<file path="config.mk">
export PLATFORM = sky130hd
export DESIGN_NAME = mem_access
export DESIGN_NICKNAME = d
export VERILOG_FILES = /design/src/rtl/mem_access.sv
export SDC_FILE = /design/constraint.sdc
export NUM_CORES = 1
export LEC_CHECK = 0
export ABC_AREA = 1
export CAP_MARGIN = 10
export CORE_ASPECT_RATIO = 1.4
export CORE_MARGIN = 8
export CORE_UTILIZATION = 46
export CTS_CLUSTER_DIAMETER = 30
export DETAILED_ROUTE_END_ITERATION = 10
export PLACE_DENSITY_LB_ADDON = 0.12
export SLEW_MARGIN = 40
export SYNTH_ARGS = -nofsm -noshare
export SYNTH_HDL_FRONTEND = slang
export SYNTH_SLANG_ARGS = --single-unit
</file>
<file path="constraint.sdc">
create_clock -name clk -period 2 [get_ports clk]
set_input_delay 0.5 -clock clk [delete_from_list [all_inputs] [get_ports clk]]
set_output_delay 0.5 -clock clk [all_outputs]
set_load 0.01 [all_outputs]
</file>
<file path="src/rtl/mem_access.sv">
// -----------------------------------------------------------------------------
// mem_access
//   Memory-access pipeline stage. Takes a one-hot load/store op from the M
//   register, checks its natural alignment, issues a single doubleword-aligned
//   data-bus request with byte strobes and lane-shifted store data, waits for
//   the bus response and returns the lane-extracted, sign/zero-extended load
//   result.
//
// Ports
//   clk, rst                     clock, synchronous active-high reset
//   regM_o_load_store_info[10:0] one-hot op: lb lh lw ld lbu lhu lwu sb sh sw sd
//   regM_o_alu_result[63:0]      effective byte address
//   regM_o_regdata2[63:0]        store data, right-justified
//   memory_i_downstream_stall    W register cannot take a result this cycle
//   dbus_o_req_valid/_addr/_wen/_wdata/_wstrb, dbus_i_req_ready   request channel
//   dbus_i_resp_valid, dbus_i_resp_rdata                        response channel
//   memory_o_rdata[63:0]         extended load result (registered)
//   memory_o_stall               hold M and upstream stages
//   memory_o_misalign            current op is misaligned (combinational)
// -----------------------------------------------------------------------------
module mem_access (
  input  logic        clk,
  input  logic        rst,
  input  logic [10:0] regM_o_load_store_info,
  input  logic [63:0] regM_o_alu_result,
  input  logic [63:0] regM_o_regdata2,
  input  logic        memory_i_downstream_stall,
  output logic        dbus_o_req_valid,
  input  logic        dbus_i_req_ready,
  output logic [63:0] dbus_o_req_addr,
  output logic        dbus_o_req_wen,
  output logic [63:0] dbus_o_req_wdata,
  output logic [7:0]  dbus_o_req_wstrb,
  input  logic        dbus_i_resp_valid,
  input  logic [63:0] dbus_i_resp_rdata,
  output logic [63:0] memory_o_rdata,
  output logic        memory_o_stall,
  output logic        memory_o_misalign
);

  typedef enum logic [1:0] {
    ST_IDLE = 2'd0,
    ST_REQ  = 2'd1,
    ST_WAIT = 2'd2,
    ST_DONE = 2'd3
  } state_t;

  state_t      state_r;
  logic        req_valid_r;
  logic [63:0] addr_r;
  logic        wen_r;
  logic [63:0] wdata_r;
  logic [7:0]  wstrb_r;
  logic [6:0]  load_op_r;   // only the load bits matter once the request is out
  logic [2:0]  offs_r;      // byte lane of the load within the doubleword
  logic [63:0] rdata_r;

  logic        has_op_s;
  logic        is_h_s;
  logic        is_w_s;
  logic        is_d_s;
  logic        is_store_s;
  logic        misalign_s;
  logic        start_s;
  logic [5:0]  shamt_s;
  logic [7:0]  strb_base_s;
  logic [7:0]  wstrb_s;
  logic [63:0] wdata_s;
  logic        stall_s;

  // Shift the doubleword down to the addressed lane, then extend by op size.
  function automatic logic [63:0] extend_load(input logic [6:0]  op,
                                              input logic [63:0] data,
                                              input logic [2:0]  offs);
    logic [63:0] sh;
    sh = data >> {offs, 3'b000};
    if (op[0]) begin
      extend_load = {{56{sh[7]}}, sh[7:0]};
    end else if (op[1]) begin
      extend_load = {{48{sh[15]}}, sh[15:0]};
    end else if (op[2]) begin
      extend_load = {{32{sh[31]}}, sh[31:0]};
    end else if (op[4]) begin
      extend_load = {56'd0, sh[7:0]};
    end else if (op[5]) begin
      extend_load = {48'd0, sh[15:0]};
    end else if (op[6]) begin
      extend_load = {32'd0, sh[31:0]};
    end else begin
      // ld: full doubleword, already aligned so offs is zero
      extend_load = sh;
    end
  endfunction

  // Decode the incoming op: size class, alignment and request fields.
  always_comb begin
    has_op_s   = |regM_o_load_store_info;
    is_h_s     = regM_o_load_store_info[1] | regM_o_load_store_info[5] | regM_o_load_store_info[8];
    is_w_s     = regM_o_load_store_info[2] | regM_o_load_store_info[6] | regM_o_load_store_info[9];
    is_d_s     = regM_o_load_store_info[3] | regM_o_load_store_info[10];
    is_store_s = |regM_o_load_store_info[10:7];
    misalign_s = (is_h_s && (regM_o_alu_result[0]   != 1'b0))
              || (is_w_s && (regM_o_alu_result[1:0] != 2'b00))
              || (is_d_s && (regM_o_alu_result[2:0] != 3'b000));
    start_s    = has_op_s && !misalign_s;
    shamt_s    = {regM_o_alu_result[2:0], 3'b000};
    if (regM_o_load_store_info[7]) begin
      strb_base_s = 8'h01;
    end else if (regM_o_load_store_info[8]) begin
      strb_base_s = 8'h03;
    end else if (regM_o_load_store_info[9]) begin
      strb_base_s = 8'h0F;
    end else if (regM_o_load_store_info[10]) begin
      strb_base_s = 8'hFF;
    end else begin
      strb_base_s = 8'h00;
    end
    wstrb_s = strb_base_s << regM_o_alu_result[2:0];
    if (is_store_s) begin
      wdata_s = regM_o_regdata2 << shamt_s;
    end else begin
      wdata_s = 64'd0;
    end
  end

  // Stall the front of the pipe from op detection until the response lands.
  always_comb begin
    case (state_r)
      ST_IDLE: stall_s = start_s;
      ST_REQ:  stall_s = 1'b1;
      ST_WAIT: stall_s = 1'b1;
      ST_DONE: stall_s = 1'b0;
      default: stall_s = 1'b0;
    endcase
  end

  // Request/response FSM with registered bus fields and load result.
  always_ff @(posedge clk) begin
    if (rst) begin
      state_r     <= ST_IDLE;
      req_valid_r <= 1'b0;
      addr_r      <= 64'd0;
      wen_r       <= 1'b0;
      wdata_r     <= 64'd0;
      wstrb_r     <= 8'h00;
      load_op_r   <= 7'd0;
      offs_r      <= 3'd0;
      rdata_r     <= 64'd0;
    end else begin
      case (state_r)
        ST_IDLE: begin
          if (start_s) begin
            state_r     <= ST_REQ;
            req_valid_r <= 1'b1;
            addr_r      <= {regM_o_alu_result[63:3], 3'b000};
            wen_r       <= is_store_s;
            wdata_r     <= wdata_s;
            wstrb_r     <= wstrb_s;
            load_op_r   <= regM_o_load_store_info[6:0];
            offs_r      <= regM_o_alu_result[2:0];
          end
        end
        ST_REQ: begin
          if (req_valid_r && dbus_i_req_ready) begin
            state_r     <= ST_WAIT;
            req_valid_r <= 1'b0;
          end
        end
        ST_WAIT: begin
          if (dbus_i_resp_valid) begin
            state_r <= ST_DONE;
            // store acknowledges leave the last load result in place
            if (!wen_r) begin
              rdata_r <= extend_load(load_op_r, dbus_i_resp_rdata, offs_r);
            end
          end
        end
        ST_DONE: begin
          if (!memory_i_downstream_stall) begin
            state_r <= ST_IDLE;
          end
        end
        default: begin
          state_r     <= ST_IDLE;
          req_valid_r <= 1'b0;
        end
      endcase
    end
  end

  assign dbus_o_req_valid  = req_valid_r;
  assign dbus_o_req_addr   = addr_r;
  assign dbus_o_req_wen    = wen_r;
  assign dbus_o_req_wdata  = wdata_r;
  assign dbus_o_req_wstrb  = wstrb_r;
  assign memory_o_rdata    = rdata_r;
  assign memory_o_stall    = stall_s;
  assign memory_o_misalign = misalign_s;

endmodule

</file>
; ---- Word level (Yosys, flattened, before mapping)
; Cells that the tools add are included.
[op_classes]
n_eq_ne = 7
n_shift = 3
mux = 20
n_bitwise = 6
n_reduce_logical = 19
[ops]
columns = operator, n
row1 = $mux W64, 7
row2 = $shl A64 B6 Y64, 1
row3 = $shr A64 B6 Y64, 1
row4 = $mux W8, 4
row5 = $reduce_or A11 Y1, 1
row6 = $mux W2, 4
row7 = $ne A2 B2 Y1 const B, 4
row8 = $pmux W2 S4, 1
row9 = $shl A8 B3 Y8, 1
row10 = $reduce_and A3 Y1, 2
row11 = $logic_and A1 B1 Y1, 5
row12 = $or A1 B1 Y1, 5
row13 = $eq A2 B2 Y1 const B, 2
row14 = $reduce_and A4 Y1, 1
row15 = $reduce_bool A2 Y1, 2
row16 = $reduce_or A4 Y1, 1
row17 = $pmux W1 S3, 1
row18 = $reduce_bool A3 Y1, 1
row19 = $eq A2 B1 Y1 const B, 1
row20 = $logic_not A2 Y1, 1
row21 = $logic_or A1 B1 Y1, 2
row22 = $mux W1, 2
row23 = $pmux W1 S2, 1
row24 = $reduce_and A2 Y1, 1
row25 = 3 further kinds, 3
[totals]
reg_bits = 211
input_bits = 208
output_inout_bits = 204

; ---- Logic depth before layout (Yosys ltp)
; Gate-level depths: netlist of run 1.
[logic_depth]
ltp_word = 9
mapped_depth = 13
ltp_nobuf = 11

; ---- Worst setup path after synthesis of run 1
; Ideal clock, no wire load.
[synth_timing]
path_type = input to output
startpoint = input port regM_o_alu_result[1]
endpoint = output port memory_o_stall
arrival_ps = 1328
required_time_ps = 1500
slack_ps = 172
path_stages = 6
path_buffers = 1
path_cell_list = buf_4 -> nor2_8 -> o21ai_2 -> a21boi_2 -> nand2_1 -> a21oi_1
[synth_via]
elab_chain_cells = 7
word_cells_on_any_way = 9
cone_classes = mux (1) / reduce/logical (8)
[synth_lines]
columns = element, line_no
row1 = from (decl), 25  ; input logic [63:0] regM_o_alu_result,
row2 = $reduce_bool A2 Y1, 103  ; || (is_w_s && (regM_o_alu_result[1:0] != 2'b00))
row3 = $logic_and A1 B1 Y1, 103
row4 = $logic_or A1 B1 Y1, 103
row5 = $logic_or A1 B1 Y1 *, 104  ; || (is_d_s && (regM_o_alu_result[2:0] != 3'b000));
row6 = $logic_not A1 Y1 *, 105  ; start_s = has_op_s && !misalign_s;
row7 = $logic_and A1 B1 Y1 *, 105
row8 = $pmux W1 S3 *, 128  ; case (state_r)
row9 = to (decl), 37  ; output logic memory_o_stall,
; Every way passes the cells marked *; elsewhere a longest branch is shown, timed or not.

; ---- Worst setup path after layout of run 1
[layout_timing]
startpoint = register state_r[1]
endpoint = output port memory_o_stall
[layout_via]
elab_chain_cells = 3
word_cells_on_any_way = 6
cone_classes = eq/ne (3) / mux (1) / reduce/logical (2)
[layout_lines]
columns = element, line_no
row1 = from (decl), 48  ; state_t state_r;
row2 = from (signal assigned), 140  ; state_r <= ST_IDLE;
row3 = from (signal assigned), 153  ; state_r <= ST_REQ;
row4 = from (signal assigned), 165  ; state_r <= ST_WAIT;
row5 = $eq A2 B2 Y1 / $eq A2 B1 Y1 (equally long branches), 128
row6 = $reduce_or A2 Y1 (no source line), --
row7 = $pmux W1 S3 *, 128
; Marks and branches as above.

==> results.cfg, run 1 <==
[sta]
fmax_mhz = 499
whs_ps = 264
finalCritPeriodShare = 1.00
setup_viol = 1
slew_violations = 0
skew_ps = 12.8
hold_violations = 0
period_needed_ps = 2000
rsz0062_at_grt = true
worst_slew_pin_slew_ps = 724
fin_ws_ps = -2.60
slew_headroom = 0.517

[final_layout]
area_growth_pct = 57.8
fin_area_sq_um = 18700
finalNonFillerCells = 2719
utilization = 0.738
drive_gt1_frac = 0.136
final_common_cell = nand2_1
final_cell_mix = nand2_1, clkdlybuf4s50_1, a21oi_1
nNetsFinal = 2580

[detailed_routing]
drt-total-wl_mm = 53.0
via_count = 14908
drcViolationCount = 0
wl_per_cell_microns = 19.5
drt_iter0_markers = 1044
via_per_inst = 5.48
ant_nets = 0
first_pass_iters = 5

[worst_hold_path]
min_delay_path_depth = 3
hold_class = primary input to flop
holdPathEnd = load_op_r[6]
holdCritStartpoint = regM_o_load_store_info[6]

[logic_synthesis]
synth_area_leaders = dfxtp_1, nand2_1, a21oi_1
syn-mean-instance-area_sq_um = 6.24
yosysUniqueCellTypes = 38
ys.warnings.count = 0
synth_area_sq_um = 11900
syn-instance-count = 1903
yosys.area.top_type = dfxtp_1
synth_seq_area_share = 0.354
synth-seq-cells = 210
synth_top_area_frac = 0.354

[cts]
cts.sinks = 210
h-tree-depth = 2
clock_latency_ps = 540
cts_buffer_depth = 3
cts-root-buf = clkbuf_16
holdBufCountCts = 0
cts_made_buffers = 39
cts_tree = built
clkSlewWorstSetupHoldPaths_ps = 50

[setup_path]
worstPathCellList = inv_4 > ha_4 > nor2_2 > a21oi_2 > buf_2
rr_worst_depth = 11
critical_path.max_fanout = 3
cp-end-kind = primary output
path_delay_family = flip-flops
path_buf_inv = 2
crit_arrival_ps = 1500
crit_required_ps = 1500
r2r_setup_slack_ps = 120
cpPeakStageDelay_ps = 340
r2r-end = memory_o_rdata[35]
critPathKind = flop to primary output
rr_startpoint = offs_r[0]
crit_path_start_kind = flop
cp_slowest_cell = dfxtp_2

[place]
gp_congestion = 1.02
dp.cells = 2640
dp_slack_ps = -869
place_hpwl_mm = 39.5
io_buffers = 408
dpl_cell_area_sq_um = 17200

[global_route]
grt_max_degree = 132
use_met1 = 0.325
use_met3 = 0.0852
first_global_vias = 14727
gr-total-overflow = 0
grt_pass1_wl_mm = 79.1
top_usage_layer = met2
use_met2 = 0.557
grtUsageTotal = 0.325
antenna_found_initial = 3

[die]
die-area_sq_um = 31300
ioPinCount = 412
die-height_microns = 206
placementRows = 69
die_x_microns = 152
start_util = 0.468
coreArea_sq_um = 25400

[power_and_ir_drop]
cellLeakagePower_nw = 8.41
vdd_drop_max_mv = 0.845
power_density_nw_per_um2 = 929

[run_status]
violations = negative setup slack
status = complete, but fails checks

[flow_run]
drv_cap = 0
-- Yosys cell counts --
library cell  count
o311ai_0          5
a21boi_2          1
nor2_1           68
buf_1             8
nor2_2            1
ha_1              5
or2_2            31
nor4_1            1
nand2_1         735
nor2_8            1
buf_4            23
o211ai_1         40
a22oi_1           3
nor3_1           20
and3_1            1
a21boi_0          1
o21a_1            7
buf_2            43
buf_6             5
o21ai_2           1
o21ai_1           9
mux2i_1           2
nand3_1         115
dfxtp_1         210
clkinv_1          3
nand4_1           7
a31oi_1           1
o21bai_1          1
nand3_2           1
or2_0             4
and2_1            5
a21oi_1         218
conb_1            1
inv_2             3
a211oi_1          3
o21ai_0         181
inv_1            56
clkbuf_1         83
-- how the worst max path moves through the flow --
stage | start | end | slack [ps] | cells past startpoint
6_report | state_r[1] | memory_o_stall | -3 | 5
5_1_grt | regM_o_load_store_info[10] | memory_o_stall | -40 | 7
4_1_cts | state_r[0] | memory_o_stall | -90 | 5
3_5_place_dp | regM_o_load_store_info[3] | memory_o_stall | -870 | 7
3_3_place_gp | regM_o_load_store_info[3] | memory_o_stall | -860 | 7
2_1_floorplan | regM_o_alu_result[1] | memory_o_stall | 170 | 6
-- per-stage QoR --
stage | TNS, ps | power, mW
finish | -2.60 | 17.4
global route | -42.1 | 18.2
floorplan | 0 | 7.60
detailed placement | -77850 | 10.2
global placement | -76750 | 10.2
CTS | -87.8 | 17.4
-- flip-flops by register name, indices dropped and copies added, names as in the netlist --
register          count
dbus_o_req_wdata     64
dbus_o_req_wen        1
dbus_o_req_valid      1
memory_o_rdata       64
dbus_o_req_wstrb      8
state_r               2
dbus_o_req_addr      61
offs_r                3
load_op_r             6
-- where the power goes --
group | internal, mW | switching, mW | total (mW)
sequential | 4.60 | 0.226 | 4.82
combinational | 2.43 | 3.06 | 5.50
clock | 4.66 | 2.42 | 7.07
total | 11.7 | 5.71 | 17.4
-- routing by layer --
layer,wire (microns),up-vias
met5,0,-
met4,4460,0
met3,4700,190
met2,26100,658
met1,17800,6885
li1,-,7175
-- layout make-up --
type | count | area (sq um)
diodes | 3 | 7.51
clock buffers | 46 | 1030
clock inverters | 25 | 373
fillers | 2084 | 6660
inverters | 62 | 236
multi-input cells | 1471 | 6740
flip-flops and latches | 210 | 4210
well taps | 319 | 399
repair buffers | 583 | 5730
-- timing repair --
item	in CTS	in global routing
setup endpoints to repair	15	55
pin swaps	7	8
buffers inserted	2	2
gates resized for setup	53	59
cloned	0	1
-- tightest hold or removal path: stages --
cell and delay, ps:
buf_2 130, inv_2 70, a21oi_1 50
-- logic make-up (layout without fill, tap and decap cells) --
group / Yosys count / count (layout) / share of synthesized area
simple gates: 990 / 990 / 0.340
other cells: 1 / 6 / 0.000316
compound gates: 471 / 471 / 0.213
fa+ha+maj: 5 / 5 / 0.00527
buf+inv: 224 / 716 / 0.0858
mux: 2 / 2 / 0.00169
flops: 210 / 210 / 0.354
(Power assumes the default switching activity.)
==> run 2: changes to the inputs <==
Settings changed: SLEW_MARGIN 40 to default.
==> results of run 2 <==
The final DEF is identical to that of run 1; final timing and power are the same.
